`src/rtl/ft_pkg.sv`:
```
// ft_pkg: shared types and constants for the checkpoint rollback engine.
//   state_e          - loader sequencer states
//   NUM_REGS_DEF     - default architectural register count
//   PC_WORD_IDX_DEF  - default checkpoint word index of the saved PC
//   WORD_SHIFT       - word index to byte address shift
package ft_pkg;
  typedef enum logic [2:0] {
    S_IDLE,
    S_REQ,
    S_WAIT,
    S_DONE,
    S_ERR
  } state_e;

  localparam int NUM_REGS_DEF    = 32;
  localparam int PC_WORD_IDX_DEF = 32;
  localparam int WORD_SHIFT      = 2;
endpackage

```
`src/rtl/ft_recovery_loader.sv`:
```
// ft_recovery_loader: replays a checkpointed register file and PC into the core.
// Reads one checkpoint word at a time over a req/gnt/rvalid port, writes each
// register into the RF write port and finally presents the restored PC.
// Ports:
//   clk_i, rst_ni                 clock, async active-low reset
//   start_i / busy_o / done_o     sequencing from the fault-tolerance controller
//   error_o                       sticky memory error / timeout flag
//   data_req_o .. data_err_i      checkpoint memory read port (byte addresses)
//   rf_we_o, rf_waddr_o, rf_wdata_o  register-file write port
//   pc_o, pc_valid_o              restored PC and its one-cycle update strobe
module ft_recovery_loader
  import ft_pkg::*;
#(
  parameter int NUM_REGS    = NUM_REGS_DEF,
  parameter int PC_WORD_IDX = PC_WORD_IDX_DEF,
  parameter int SKIP_R0     = 1,
  parameter int TIMEOUT     = 16
) (
  input  logic        clk_i,
  input  logic        rst_ni,
  input  logic        start_i,
  output logic        busy_o,
  output logic        done_o,
  output logic        error_o,
  output logic        data_req_o,
  input  logic        data_gnt_i,
  input  logic        data_rvalid_i,
  output logic [31:0] data_addr_o,
  input  logic [31:0] data_rdata_i,
  input  logic        data_err_i,
  output logic        rf_we_o,
  output logic [4:0]  rf_waddr_o,
  output logic [31:0] rf_wdata_o,
  output logic [31:0] pc_o,
  output logic        pc_valid_o
);
  localparam int TW = $clog2(TIMEOUT + 1);

  state_e         state_q, state_d;
  logic [5:0]     idx_q, idx_d;
  logic [TW-1:0]  timer_q, timer_d;
  logic           error_q, error_d;
  logic           rf_we_q, rf_we_d;
  logic [4:0]     rf_waddr_q, rf_waddr_d;
  logic [31:0]    rf_wdata_q, rf_wdata_d;
  logic [31:0]    pc_q, pc_d;
  logic           pc_valid_q, pc_valid_d;

  logic           pc_slot;
  logic           tmo;
  logic [31:0]    slot_word;

  // idx==NUM_REGS is the PC slot; it maps onto its own checkpoint word.
  assign pc_slot   = (idx_q == 6'(NUM_REGS));
  assign slot_word = pc_slot ? 32'(PC_WORD_IDX) : {26'b0, idx_q};
  // Timer about to reach TIMEOUT on this cycle without progress.
  assign tmo       = (timer_q == TW'(TIMEOUT - 1));

  always_comb begin
    state_d     = state_q;
    idx_d       = idx_q;
    timer_d     = timer_q;
    error_d     = error_q;
    rf_we_d     = 1'b0;
    rf_waddr_d  = 5'd0;
    rf_wdata_d  = 32'd0;
    pc_d        = pc_q;
    pc_valid_d  = 1'b0;
    data_req_o  = 1'b0;
    data_addr_o = 32'd0;

    unique case (state_q)
      S_IDLE: begin
        if (start_i) begin
          idx_d   = (SKIP_R0 != 0) ? 6'd1 : 6'd0;
          error_d = 1'b0;
          timer_d = '0;
          state_d = S_REQ;
        end
      end
      S_REQ: begin
        data_req_o  = 1'b1;
        data_addr_o = slot_word << WORD_SHIFT;
        timer_d     = timer_q + 1'b1;
        if (tmo) begin
          error_d = 1'b1;
          state_d = S_ERR;
        end else if (data_gnt_i) begin
          state_d = S_WAIT;
        end
      end
      S_WAIT: begin
        // Address held: the memory samples read data from it until rvalid.
        data_addr_o = slot_word << WORD_SHIFT;
        timer_d     = timer_q + 1'b1;
        if (data_rvalid_i) begin
          timer_d = '0;
          if (data_err_i) begin
            error_d = 1'b1;
            state_d = S_ERR;
          end else if (pc_slot) begin
            pc_d       = data_rdata_i;
            pc_valid_d = 1'b1;
            state_d    = S_DONE;
          end else begin
            rf_we_d    = 1'b1;
            rf_waddr_d = idx_q[4:0];
            rf_wdata_d = data_rdata_i;
            idx_d      = idx_q + 1'b1;
            state_d    = S_REQ;
          end
        end else if (tmo) begin
          error_d = 1'b1;
          state_d = S_ERR;
        end
      end
      S_DONE:  state_d = S_IDLE;
      S_ERR:   state_d = S_IDLE;
      default: state_d = S_IDLE;
    endcase
  end

  always_ff @(posedge clk_i or negedge rst_ni) begin
    if (!rst_ni) begin
      state_q    <= S_IDLE;
      idx_q      <= '0;
      timer_q    <= '0;
      error_q    <= 1'b0;
      rf_we_q    <= 1'b0;
      rf_waddr_q <= '0;
      rf_wdata_q <= '0;
      pc_q       <= '0;
      pc_valid_q <= 1'b0;
    end else begin
      state_q    <= state_d;
      idx_q      <= idx_d;
      timer_q    <= timer_d;
      error_q    <= error_d;
      rf_we_q    <= rf_we_d;
      rf_waddr_q <= rf_waddr_d;
      rf_wdata_q <= rf_wdata_d;
      pc_q       <= pc_d;
      pc_valid_q <= pc_valid_d;
    end
  end

  assign busy_o     = (state_q != S_IDLE);
  assign done_o     = (state_q == S_DONE);
  assign error_o    = error_q;
  assign rf_we_o    = rf_we_q;
  assign rf_waddr_o = rf_waddr_q;
  assign rf_wdata_o = rf_wdata_q;
  assign pc_o       = pc_q;
  assign pc_valid_o = pc_valid_q;
endmodule

```
`config.mk`:
```
export PLATFORM = sky130hd
export DESIGN_NAME = ft_recovery_loader
export DESIGN_NICKNAME = d
export VERILOG_FILES = /design/src/rtl/ft_pkg.sv /design/src/rtl/ft_recovery_loader.sv
export SDC_FILE = /design/constraint.sdc
export NUM_CORES = 1
export LEC_CHECK = 0
export ABC_AREA = 1
export CAP_MARGIN = 20
export CORE_MARGIN = 5
export CORE_UTILIZATION = 43
export CTS_BUF_LIST = sky130_fd_sc_hd__clkbuf_4
export DETAILED_ROUTE_END_ITERATION = 16
export HOLD_SLACK_MARGIN = 0.05
export PLACE_DENSITY = 0.89
export SETUP_SLACK_MARGIN = 0.02
export SYNTH_ARGS = -nofsm -noshare
export SYNTH_HDL_FRONTEND = slang
export SYNTH_SLANG_ARGS = --single-unit
```
`constraint.sdc`:
```
create_clock -name clk_i -period 2.8 [get_ports clk_i]
set_clock_uncertainty 0.15 [all_clocks]
set_input_delay 0.28 -clock clk_i [delete_from_list [all_inputs] [get_ports clk_i]]
set_output_delay 0.28 -clock clk_i [all_outputs]
set_load 0.005 [all_outputs]
```
# ---- Word-level counts from Yosys, hierarchy flattened
# Cells that the tools add are included.
dict set report op_classes {
  n_reduce_logical 10
  n_addsub 2
  muxes 40
  n_eq_ne 12
  bitwise 1
}
# cell count
set op_table {}
lappend op_table {{$mux 32} 4}
lappend op_table {{$mux 5} 6}
lappend op_table {{$mux 6} 5}
lappend op_table {{$mux 3} 6}
lappend op_table {{$pmux 5 s3} 1}
lappend op_table {{$mux 1} 13}
lappend op_table {{$pmux 6 s2} 1}
lappend op_table {{$ne 3x3->1 const B} 3}
lappend op_table {{$pmux 3 s3} 1}
lappend op_table {{$mux 8} 1}
lappend op_table {{$ne 2x2->1 const B} 4}
lappend op_table {{$add 6x1->6 const B} 1}
lappend op_table {{$eq 3x2->1 const B} 2}
lappend op_table {{$eq 6x6->1 const B} 1}
lappend op_table {{$reduce_and 3->1} 2}
lappend op_table {{$reduce_bool 3->1} 2}
lappend op_table {{$add 5x1->5 const B} 1}
lappend op_table {{$eq 5x4->1 const B} 1}
lappend op_table {{$reduce_and 5->1} 1}
lappend op_table {{$reduce_and 4->1} 1}
lappend op_table {{$eq 3x1->1 const B} 1}
lappend op_table {{$logic_not 3->1} 1}
lappend op_table {{$pmux 1 s3} 1}
lappend op_table {{$mux 2} 1}
lappend op_table {{4 further kinds} 4}
dict set report word_totals {
  ff_bits 86
  word_cells 74
  inputBits 38
  out_inout_bits 107
}

# ---- Depth between registers and ports, before layout
# Gate-level depths: netlist of run 1.
dict set report depth {
  ltp_word 5
  depth_mapped 10
}

# ---- Worst setup path after synthesis of run 1
# OpenSTA, ideal clock, no wires.
dict set report synth_timing {
  kind {register -> register}
  from {reg idx_q[0]}
  to {reg pc_q[25] (netlist: pc_o[25])}
  arrival_time_ps 1356
  required_ps 2533
  stages_incl_launch_ff 10
  setup_ps 117
  setup_slack_ps 1177
  cell_sequence {dfrtp_1 > inv_1 > ha_1 > nand3_2 > nor2_4 > nand2_2 > buf_6 > buf_6 > nand2_1 > o21ai_2}
}
dict set report synth_via {
  elab_chain_cells 2
}
# item line_no
set synth_rtl {}
lappend synth_rtl {{start, declared} ft_recovery_loader.sv:40} ;# logic [5:0] idx_q, idx_d;
lappend synth_rtl {{start signal, assigned} ft_recovery_loader.sv:136} ;# idx_q <= idx_d;
lappend synth_rtl {{$eq 6x6->1} ft_recovery_loader.sv:54} ;# assign pc_slot = (idx_q == 6'(NUM_REGS));
lappend synth_rtl {{$reduce_and 4->1 (no source line)} n/a}
lappend synth_rtl {{end signal, assigned} ft_recovery_loader.sv:142} ;# pc_q <= pc_d;
lappend synth_rtl {{end, declared} ft_recovery_loader.sv:46} ;# logic [31:0] pc_q, pc_d;
# Every way passes these cells.
# A chain may end at the register's enable or synchronous reset.

# ---- Final worst setup path of run 1
dict set report layout_timing {
  from {reg state_q[2]}
  to {out data_addr_o[2]}
}
dict set report layout_via {
  elab_chain_cells 3
  elab_cells_between_ends 4
}
# item line_no
set layout_rtl {}
lappend layout_rtl {{start, declared} ft_recovery_loader.sv:39} ;# state_e state_q, state_d;
lappend layout_rtl {{start signal, assigned} ft_recovery_loader.sv:135} ;# state_q <= state_d;
lappend layout_rtl {{$eq 3x2->1 / $eq 3x1->1 (equally long branches)} ft_recovery_loader.sv:72} ;# unique case (state_q)
lappend layout_rtl {{$reduce_or 2->1 (no source line) *} n/a}
lappend layout_rtl {{$mux 8 *} ft_recovery_loader.sv:72}
lappend layout_rtl {{end, declared} ft_recovery_loader.sv:28} ;# output logic [31:0] data_addr_o,
# Mark *: on every way between the ends. The rest lies on a longest branch, timed or not.

==> results.md, run 1 <==
- Status: completed
- Gr ovfl total: 0
- CP Data Required Time: around 2.4 ns
- Layout cells sized above 1: 0.0986
- DRT antenna net count: 0
- CP max-delay cell: clkdlybuf4s50_1
- Synth Register Bits: 86
- Pwr dens: 548 nW/µm²
- N_diodes: 0
- Via-to-Cell Ratio: 4.61
- Final Non-Filler Cells: 622
- Largest cells by area after synthesis: dfrtp_1, nand2_1, inv_1
- Vias: 2868
- WS Path Type: reg2out
- Io pins: 145
- Fmax: 383 MHz
- Die W: 103 µm
- Initial antenna violation count: 0
- Mapped Cells: 390
- Area Growth Syn to Fin: 35.2%
- DIE AREA: 10500 µm²
- FILL cells: around 690
- Pre-CTS WS: 0.696 ns
- Worst hold path type: in2async
- Syn_area_per_cell: 9.45 µm²
- Clock sink total: 86
- Yosys warns: 0
- PnR worst setup slack: 0.189 ns
- Startpoint Class: register
- Final wirelength: 8280 µm
- Setup TNS Final: 0 ns
- CP endpoint: data_addr_o[2]
- Post-CTS Setup Inserts: 0
- Reg-to-reg setup timing slack: 0.70 ns
- Max FO, Critical Path: 6
- # rows: 33
- Synth unique cells: 26
- CTS tree: built
- CP arrival: between 2 and 2.5 ns
- Final setup violation count: 0
- Post-CTS sizing: 0
- Total number of H-tree levels: 3
- Synth top area share: 0.584
- Setup crit start: state_q[2]
- Area taken by multi-input logic gates: 1130 µm²
- Cell taking the most area after synthesis: dfrtp_1
- Starting Density: 0.444
- Core area: 8300 µm²
- Count of pins over their slew limit: 0
- DP HPWL: 6480 µm
- CTS Buffer Depth: 2
- Total Nets Final: 555
- Reg2reg end: rf_wdata_o[16]
- Top-count cell post-synth: dfrtp_1
- Port buffer count: 118
- Largest net degree at the start of global routing: 50
- Measured slew at the worst slew-check pin: approximately 0.60 ns
- Main synth FF type: dfrtp_1
- Crit-path most repeated cell: nand2_1
- Vias in the first global route: 2922
- Crit path time final: 2.61 ns
- Clock slew at reported path FFs: 0.14 ns
- CTS Buf Count: 9
- Worst Reg2Reg Path Length in Cells: 6
- Mapped cell area: 3680 µm²
- Drt drc: 0
- Reg2reg start: idx_q[0]
- CP endpoint kind: output port
- Peak VDD IR: slightly below 0.4 mV
- Asr flop ratio synth: 1.00
- Period Utilization, post-route: 0.933
- Initial DRC count: 149
- GRT Util Overall: 0.161
- Hold Fails Final Rpt: 0
- Placed Cells: 606
- First-pass iteration count of the detailed router: 4
- Die Y: approximately 100 µm
- Register area: 2150 µm²
- Wire length per cell: 13.3 µm
- GPL Wtd Cong: roughly 0.85
- Critical path's largest stage delay: 0.54 ns
- MaxCap Viol Count: 0
- Commonest cells post-synth: dfrtp_1, nand2_1, inv_1, nor2_1, buf_4
- Register area share after synthesis: 0.584
- Static Leakage: 2.52 nW
- Cell chain of the critical path: nor2_1, nand2_1, nand2_1, inv_1, nor3_1, clkdlybuf4s50_1
- Tot Pwr: 0.00273 W
- RSZ-0062 raised after global routing: no
- Number of synthesized flops with an enable pin: 0
- Hold Buf Count CTS: 1
- First-pass GRT wire length: 13400 µm
- Root Driver: clkbuf_4
- Relative slew slack: 0.599
- Clock insertion delay at the later pin of the skew report: 0.41 ns
-- cells by family after synthesis --
family / share of synthesized area
fa+ha+maj: 0.0136
xor+xnor: 0.00475
simple gates: 0.189
flops: 0.584
other cells: 0.00102
compound gates: 0.0720
buf+inv: 0.135
-- critical path: cells and delay by family, from the launching register on --
kind                   cells  cell delay [ns]
buffers and inverters      2             0.64
DFF                        1             0.47
and+or+nand+nor            4             0.66
-- metal layers --
metal,routed length (µm),vias to the layer above,GRT usage
met2,4200,127,0.271
met4,59,0,0.0373
met5,0,-,0
met3,819,8,0.0501
li1,-,1386,-
met1,3190,1347,0.203
-- worst min-delay path by stage --
stage / startpoint / end / slack, ns / depth (start not counted)
finish: rst_ni / pc_o[20] / 0.20 / 2
global route: rst_ni / pc_o[20] / 0.19 / 2
CTS: rst_ni / pc_o[20] / 0.18 / 2
detailed placement: rst_ni / pc_o[20] / 0.13 / 1
global placement: rst_ni / pc_o[20] / 0.12 / 1
floorplan: rst_ni / error_o / -0.17 / 0
-- cells in the final DEF, fill, tap and decap left out, types with 3 or more instances in the layout --
| master | netlist | final |
|---|---|---|
| nor3_1 | 4 | 4 |
| clkbuf_4 | 0 | 9 |
| nand4_1 | 3 | 3 |
| clkinvlp_4 | 0 | 3 |
| inv_1 | 56 | 56 |
| inv_2 | 3 | 3 |
| nor2_1 | 54 | 54 |
| dfrtp_1 | 86 | 86 |
| nand2_2 | 8 | 8 |
| nand2_1 | 71 | 71 |
| o21ai_2 | 14 | 14 |
| clkdlybuf4s50_1 | 0 | 117 |
| o21ai_0 | 8 | 8 |
| ha_1 | 4 | 4 |
| o21ai_1 | 17 | 17 |
| nand3_1 | 14 | 14 |
| conb_1 | 1 | 26 |
| buf_4 | 26 | 4 |
-- report_power, final --
group,internal [W],total [W],switching [W]
Sequential,0.00133,0.00141,0.0000836
Combinational,0.000297,0.000717,0.000419
Clock,0.000183,0.000603,0.000420
-- area by class of cell --
class | count | share of cell area
sequential | 86 | 0.432
timing repair buffer | 123 | 0.247
multi-input combinational | 234 | 0.227
inverter | 59 | 0.0445
tap | 105 | 0.0264
clock buffer | 9 | 0.0136
clock inverter | 6 | 0.00980
-- stage by stage --
step                      hold WS (ns)   util  instance area [µm²]
after detailed placement         0.131  0.585                 4850
after CTS                        0.184  0.600                 4980
after floorplan                 -0.166      -                 3780
final                            0.199  0.600                 4980
after global placement           0.122  0.585                 4850
after global routing             0.188  0.600                 4980
-- registers in the layout (all words and copies together) (netlist names) --
register    count
timer_q         5
error_o         1
rf_we_o         1
idx_q           6
rf_waddr_o      5
rf_wdata_o     32
pc_o           32
state_q         3
pc_valid_o      1
Note: power is estimated with default switching activity, not from simulation.
==> run 2: changes to the inputs <==
SKIP_LAST_GASP = 1   (was default)
==> results of run 2 <==
Same layout as run 1: the final DEF is identical, and so are final timing and power.
